`src/rtl/spi_frame_tx.sv`:
```
// spi_frame_tx: SPI master for the lamp frame link.
// Streams one header plus all channel words per start.
module spi_frame_tx #(
  parameter int c_ledboards = 2,
  parameter int c_bpc       = 12,
  parameter int c_max_time  = 1024,
  parameter int c_max_type  = 64,
  parameter int c_div       = 4,
  localparam int c_channels = c_ledboards * 32,
  localparam int c_time_w   = $clog2(c_max_time),
  localparam int c_type_w   = $clog2(c_max_type),
  localparam int c_addr_w   = $clog2(c_channels)
) (
  input  logic                i_clk,
  input  logic                i_rst_n,
  input  logic                i_start,
  input  logic [c_time_w-1:0] i_time,
  input  logic [c_type_w-1:0] i_type,
  output logic [c_addr_w-1:0] o_addr,
  input  logic [c_bpc-1:0]    i_data,
  output logic                o_busy,
  output logic                o_done,
  output logic                o_dck,
  output logic                o_cs,
  output logic                o_mosi
);

  localparam int c_hdr_w = c_time_w + c_type_w;
  localparam int c_sh_w  = (c_bpc > c_hdr_w) ? c_bpc : c_hdr_w;
  localparam int c_bit_w = $clog2(c_sh_w);
  localparam int c_cnt_w = $clog2(c_div);
  localparam logic [c_addr_w-1:0] c_last =
    c_addr_w'(c_channels - 1);

  typedef enum logic [2:0] {
    S_IDLE,
    S_SETUP,
    S_HEADER,
    S_DATA,
    S_HOLD,
    S_GAP
  } state_t;

  state_t              state;
  state_t              state_n;
  logic [c_cnt_w-1:0]  cnt;
  logic [c_bit_w-1:0]  bcnt;
  logic [c_addr_w-1:0] wcnt;
  logic [c_sh_w-1:0]   sh;
  logic [c_sh_w-1:0]   hdr_al;
  logic [c_sh_w-1:0]   pf_al;
  logic [c_bpc-1:0]    pf;
  logic                pf_p1;
  logic                pf_p2;
  logic                tick;
  logic                bit_last;
  logic                word_last;
  logic                fall;

  // Half-period strobe, field/word end flags, MSB-aligned loads.
  always_comb begin
    tick      = (cnt == c_cnt_w'(c_div - 1));
    bit_last  = (bcnt == '0);
    word_last = (wcnt == c_last);
    fall      = tick && o_dck &&
                (state == S_HEADER || state == S_DATA);
    hdr_al    = '0;
    hdr_al[c_sh_w-1 -: c_hdr_w] = {i_time, i_type};
    pf_al     = '0;
    pf_al[c_sh_w-1 -: c_bpc] = pf;
  end

  // State register.
  always_ff @(posedge i_clk or negedge i_rst_n) begin
    if (!i_rst_n) state <= S_IDLE;
    else          state <= state_n;
  end

  // Next-state: SETUP is the low half of header bit 0.
  always_comb begin
    state_n = state;
    case (state)
      S_IDLE:
        if (i_start) state_n = S_SETUP;
      S_SETUP:
        if (tick) state_n = S_HEADER;
      S_HEADER:
        if (fall && bit_last) state_n = S_DATA;
      S_DATA:
        if (fall && bit_last && word_last)
          state_n = S_HOLD;
      S_HOLD:
        if (tick) state_n = S_GAP;
      S_GAP:
        if (tick) state_n = S_IDLE;
      default:
        state_n = S_IDLE;
    endcase
  end

  // Datapath: dck phases, shifter, word prefetch, pins.
  always_ff @(posedge i_clk or negedge i_rst_n) begin
    if (!i_rst_n) begin
      cnt    <= '0;
      bcnt   <= '0;
      wcnt   <= '0;
      sh     <= '0;
      pf     <= '0;
      pf_p1  <= 1'b0;
      pf_p2  <= 1'b0;
      o_addr <= '0;
      o_busy <= 1'b0;
      o_done <= 1'b0;
      o_dck  <= 1'b0;
      o_cs   <= 1'b1;
      o_mosi <= 1'b0;
    end else begin
      o_done <= 1'b0;
      pf_p1  <= 1'b0;
      pf_p2  <= pf_p1;
      if (pf_p2) pf <= i_data;
      if (state == S_IDLE || tick) cnt <= '0;
      else                         cnt <= cnt + 1'b1;
      case (state)
        S_IDLE: begin
          if (i_start) begin
            o_busy <= 1'b1;
            o_cs   <= 1'b0;
            o_addr <= '0;
            wcnt   <= '0;
            bcnt   <= c_bit_w'(c_hdr_w - 1);
            sh     <= hdr_al;
            o_mosi <= hdr_al[c_sh_w-1];
            pf_p1  <= 1'b1;
          end
        end
        S_SETUP: begin
          if (tick) o_dck <= 1'b1;
        end
        S_HEADER, S_DATA: begin
          if (tick && !o_dck) begin
            o_dck <= 1'b1;
          end else if (fall) begin
            o_dck <= 1'b0;
            if (!bit_last) begin
              bcnt   <= bcnt - 1'b1;
              sh     <= sh << 1;
              o_mosi <= sh[c_sh_w-2];
            end else if (state == S_DATA && word_last) begin
              o_mosi <= 1'b0;
            end else begin
              bcnt   <= c_bit_w'(c_bpc - 1);
              sh     <= pf_al;
              o_mosi <= pf_al[c_sh_w-1];
              if (state == S_DATA) wcnt <= wcnt + 1'b1;
              if (o_addr != c_last) begin
                o_addr <= o_addr + 1'b1;
                pf_p1  <= 1'b1;
              end
            end
          end
        end
        S_HOLD: begin
          if (tick) begin
            o_cs   <= 1'b1;
            o_done <= 1'b1;
          end
        end
        S_GAP: begin
          if (tick) o_busy <= 1'b0;
        end
        default: ;
      endcase
    end
  end

endmodule

```
`config.mk`:
```
export PLATFORM = sky130hd
export DESIGN_NAME = spi_frame_tx
export DESIGN_NICKNAME = d
export VERILOG_FILES = /design/src/rtl/spi_frame_tx.sv
export SDC_FILE = /design/constraint.sdc
export NUM_CORES = 1
export LEC_CHECK = 0
export ABC_AREA = 1
export CAP_MARGIN = 20
export CORE_ASPECT_RATIO = 0.8
export CORE_MARGIN = 5
export CORE_UTILIZATION = 53
export CTS_CLUSTER_DIAMETER = 50
export CTS_CLUSTER_SIZE = 20
export DETAILED_ROUTE_END_ITERATION = 10
export DONT_BUFFER_PORTS = 1
export GPL_TIMING_DRIVEN = 0
export PLACE_DENSITY = 0.79
export SYNTH_ARGS = -nofsm -noshare
export SYNTH_HDL_FRONTEND = slang
export SYNTH_SLANG_ARGS = --single-unit
```
`constraint.sdc`:
```
create_clock -name i_clk -period 2.4 [get_ports i_clk]
set_input_delay 0.48 -clock i_clk [delete_from_list [all_inputs] [get_ports i_clk]]
set_output_delay 0.48 -clock i_clk [all_outputs]
set_load 0.02 [all_outputs]
```
After elaboration in Yosys (flattened, before gate mapping)
Cells that the tools add are included.
- register bits: 55
- output and inout port bits: 11
- logic and storage cells: 121
- reductions and logical operators: 24
- equal/unequal tests: 22
- $add $sub $neg: 4
- multiplexer cells: 57
- operator list (cell ; count):
    2-to-1 mux 15 bit ; 5
    2-to-1 mux 6 bit ; 11
    one-hot mux 15 bit (2 select lines) ; 1
    one-hot mux 6 bit (2 select lines) ; 2
    != test 2 bit, second input constant ; 11
    2-to-1 mux 4 bit ; 5
    2-to-1 mux 1 bit ; 19
    2-to-1 mux 3 bit ; 6
    one-hot mux 3 bit (6 select lines) ; 1
    AND reduction 7 bit ; 2
    adder 6 x 1 -> 6 bit, second input constant ; 2
    one-hot mux 1 bit (2 select lines) ; 5
    AND reduction 3 bit ; 3
    one-hot mux 4 bit (2 select lines) ; 1
    nonzero test 2 bit ; 4
    equality test 3 x 2 -> 1 bit, second input constant ; 2
    equality test 3 bit, second input constant ; 2
    equality test 6 bit, second input constant ; 1
    logical AND 1 bit ; 6
    != test 3 bit, second input constant ; 2
    != test 6 bit, second input constant ; 1
    AND reduction 6 bit ; 1
    AND reduction 5 bit ; 1
    zero test 4 bit ; 1
    other kinds (11) ; 12

Depth between registers and ports, before layout
- depth after elaboration: 7
- depth in mapped cells: 10
- gate-level depth less buffers: 9

Worst setup path before layout
No wires, ideal clock.
- path kind: flip-flop to flip-flop
- start point: register bcnt[0]
- end point: register state[0]
- slack: 0.931 ns
- clock period less this slack: 1.469 ns
- cell stages (with the launch flop): 10
- buffers on the path: 0
- arrival: 1.352 ns
- cell sequence: dfrtp_1 -> inv_1 -> ha_1 -> nand2_2 -> nand2_1 -> nand2_1 -> nor2_1 -> nand2_1 -> nand2_1 -> nand2_1
- cells in the longest elaborated chain, start to end: 5
- RTL lines (element ; line ; RTL):
    from (decl) ; 47 ; logic [c_bit_w-1:0] bcnt;
    from (signal assigned) ; 131 ; bcnt <= c_bit_w'(c_hdr_w - 1);
    from (signal assigned) ; 146 ; bcnt <= bcnt - 1'b1;
    from (signal assigned) ; 152 ; bcnt <= c_bit_w'(c_bpc - 1);
    zero test 4 bit * ; 63 ; bit_last = (bcnt == '0);
    logical AND 1 bit * ; 88, 90 ;
    logical AND 1 bit ; 90 ; if (fall && bit_last && word_last)
    != test 2 bit (no source line) ; -- ;
    AND reduction 6 bit (no source line) * ; -- ;
    to (signal assigned) ; 76 ; else state <= state_n;
    to (decl) ; 44 ; state_t state;
Mark *: on every way between the ends. The rest lies on a longest branch, timed or not.
A chain may end at the register's enable or synchronous reset.

Final worst setup path
Same ends and word-level chain as after synthesis.

==> reports/results.tsv <==
stage	metric	value	unit
outcome	outcome	completed	
place	dpl cell area	3022	sq um
setup_path	Worst Setup Path Type	register to register	
grt	pin count of the biggest net entering global routing	56	
floorplanning	Core Area	5405	sq um
place	Buffers on Ports	0	
drt	Detailed Route Iter0 Violations	177	
drt	top layer reached by signal wires	met4	
timing	Slew Viols, Final	0	
cells_and_area	multi-input logic area	1410	sq um
drt	DRT antenna net count	0	
logic_synthesis	adder-cell share of the synthesized area	1.702	%
floorplanning	row count	24	
pwr	sw power	0.3403	mW
drt	Post-Route M1 WL	2.894	mm
pwr	combinational power share	2.1	%
logic_synthesis	asr flop ratio synth	100.0	%
pwr	peak supply drop	256.0	uV
timing	Slew @ Worst Pin	0.5493	ns
setup_path	endpoint class of the critical path	register	
cells_and_area	most frequent cells in the layout	nand2_1, dfrtp_1, nand3_1	
min_path	HP Class	input pin to async pin	
pwr	pwr dens	506.5	nW/um^2
place	gpl congestion	0.8242	
clock_network	Root Buffer	clkbuf_8	
cells_and_area	Design Area, Final	3162	sq um
pwr	Switching Share	21.25	%
clock_network	CTS sink count	55	
drt	drt total wl	6.207	mm
setup_path	crit path DAT	1.98	ns
grt	wire length of the first global-routing pass	10.58	mm
logic_synthesis	top_reg_cell synth	dfrtp_1	
timing	Tcrit/Tclk final	73.83	%
cells_and_area	Storage cell area	1378	sq um
clock_network	clock buffer depth	2	
setup_path	Critical Path RT	2.61	ns
drt	residual DRC count	0	
drt	DR WL met3	303	um
timing	final setup margin	0.6282	ns
clock_network	Clock Latency Late Sink	0.31	ns
cells_and_area	nets	406	
logic_synthesis	synthesized net count	398	
grt	grt ovf	0	
drt	WL/cell	14.20	um
grt	initial antenna violation count	0	
pwr	Flop pwr share	58.9	%
drt	drt pass-1 iters	4	
cells_and_area	area growth from synthesis to layout	7.532	%
floorplanning	Top Ports	42	
logic_synthesis	synthesized instance count	363	
setup_path	Critical Path Start Type	register	
floorplanning	Vert. Die Dim	76.62	um
pwr	P_int	1.261	mW
logic_synthesis	largest family of logic cells by synthesized area	simple AND/OR/NAND/NOR gates	
logic_synthesis	total number of yosys warnings	0	
timing	RSZ-0062 raised after global routing	no	
pwr	Tot Pwr	1.602	mW
drt	routed vias	2322	
logic_synthesis	XOR/XNOR Fraction of Synth Area	0.8936	%
floorplanning	width of the die	93.28	um
logic_synthesis	EDFF count, synth	0	
clock_network	H-tree levels	2	
pwr	Pleak	1.586	nW
timing	Slew HR	63.38	%
cells_and_area	Fillers	463	
setup_path	Reg2Reg Setup Slack	0.63	ns
timing	Setup violations, final	0	
timing	final setup TNS	0	ns
run	max_cap viols	0	
setup_path	critical path peak fanout	7	
cells_and_area	layout cells sized above 1	15.05	%
timing	FMAX	564.4	MHz
clock_network	CTS clock-pin slew for the worst setup and hold paths	0.10	ns
logic_synthesis	Compound-Gate Fraction of Synth Area	4.298	%
logic_synthesis	Synth Area in Simple Gates	36.47	%
pwr	Clock power frac	39.0	%
grt	All-Layer GR Usage	18.63	%
timing	Min Clock Period, post-route	1.772	ns
place	detailed placer's ending HPWL	4.517	mm
clock_network	CTS tree	yes	
logic_synthesis	post-synthesis register bit count	55	
setup_path	Worst R2R Path Depth	9	
timing	Fin. Hold Viols	0	
logic_synthesis	mux contribution to synthesized area	4.596	%
cells_and_area	ant diodes	0	
logic_synthesis	Avg Cell Area, Syn	8.100	sq um
clock_network	# Post-CTS Setup Buffers	0	
logic_synthesis	sequential area share after synthesis	46.85	%
logic_synthesis	Synth Cell Area	2940	sq um
floorplanning	die area	7147	sq um
timing	Clock Skews	0.005579	ns
cells_and_area	leading cell type in the layout, fill and taps excluded	nand2_1	
grt	number of global-route vias before repair	2252	
clock_network	CTS buffer count	5	
place	dpl ws	0.6816	ns
drt	vias per cell	5.314	
floorplanning	Initial Util	54.40	%
drt	wire length on met2	2.941	mm
logic_synthesis	Synth cell types	35	
-- repair_timing --
action / 4_1_cts / 5_1_grt
endpoints found under the hold margin: 55 / 0
resized for setup: 0 / 0
hold buffers: 1 / 0
-- cell families after synthesis --
kind of cell,count (synthesis)
AOI/OAI and AO/OA,20
DFF,55
adders and majority gates,4
buffers and inverters,31
muxes,12
and+or+nand+nor,238
xor gates and xnor gates,3
-- per-layer routing --
metal  up-vias  global-route usage (%)
li1       1166                       -
met1      1108                   26.04
met2        42                   28.05
met3         6                   4.936
met4         0                   6.003
met5         -                       0
-- flip-flops by register name, indices dropped and copies added (netlist names) --
signal / flops
bcnt: 4
cnt: 2
o_addr: 6
o_busy: 1
o_cs: 1
o_dck: 1
o_done: 1
o_mosi: 1
pf: 12
pf_p1: 1
pf_p2: 1
sh: 15
state: 3
wcnt: 6
-- worst paths after layout --
check / startpoint / endpoint
worst min register to register: pf_p1 / pf_p2
worst max-delay path: bcnt[0] / state[0]
worst max register to register: bcnt[0] / state[0]
min in group i_clk: i_data[3] / pf[3]
worst min-delay path: i_rst_n / o_busy
max in group asynchronous: i_rst_n / o_cs
-- cells in the mapped netlist, types with 2 or more instances --
library cell / n / share of area [%]
buf_1: 3 / 0.38
buf_4: 3 / 0.77
buf_6: 3 / 1.1
dfrtp_1: 54 / 46
ha_1: 4 / 1.7
inv_1: 18 / 2.3
inv_2: 3 / 0.38
mux2_2: 12 / 4.6
nand2_1: 149 / 19
nand2_2: 3 / 0.64
nand2_4: 4 / 1.5
nand3_1: 37 / 6.3
nand3_4: 2 / 1.2
nor2_1: 27 / 3.4
nor2_2: 6 / 1.3
nor2_4: 2 / 0.77
nor3_1: 2 / 0.34
o21ai_0: 10 / 1.7
o21ai_2: 3 / 0.89
o21bai_1: 2 / 0.51
xor2_1: 2 / 0.60
-- layout make-up --
class                   instances  area share [%]
multi-input cells             277           44.60
flip-flops and latches         55           43.57
inverters                      22           2.691
well taps                      65           2.572
clock buffers                   5           2.176
plain buffers                   9           2.137
clock inverters                 3           1.385
repair buffers                  1          0.8706
-- stage by stage --
stage | hold WS [ns] | util [%] | std cells
6_report | 0.01397 | 58.50 | 437
5_1_grt | 0.009492 | 58.50 | 437
4_1_cts | 0.02075 | 58.50 | 437
3_5_place_dp | 0.1856 | 55.90 | 428
3_3_place_gp | 0.1857 | 55.90 | 428
2_1_floorplan | 0.1844 | - | 363
-- critical path, cell delays in order (launching register included) --
cell	delay [ns]
dfrtp_1	0.41
inv_1	0.10
ha_1	0.25
nand2_2	0.15
nand2_1	0.15
nand2_1	0.07
nor2_1	0.28
nand2_1	0.13
nand2_1	0.08
nand2_1	0.05
-- power groups by stage --
| stage | Clock, mW | Combinational [mW] | Sequential (mW) |
|---|---|---|---|
| finish | 0.624 | 0.0337 | 0.944 |
| global route | 0.678 | 0.0395 | 0.946 |
| CTS | 0.633 | 0.0355 | 0.944 |
| detailed placement | 0 | 0.0118 | 0.963 |
| global placement | 0 | 0.0111 | 0.962 |
| floorplan | 0 | 0.0104 | 0.961 |
Note: power is estimated with default switching activity, not from simulation.
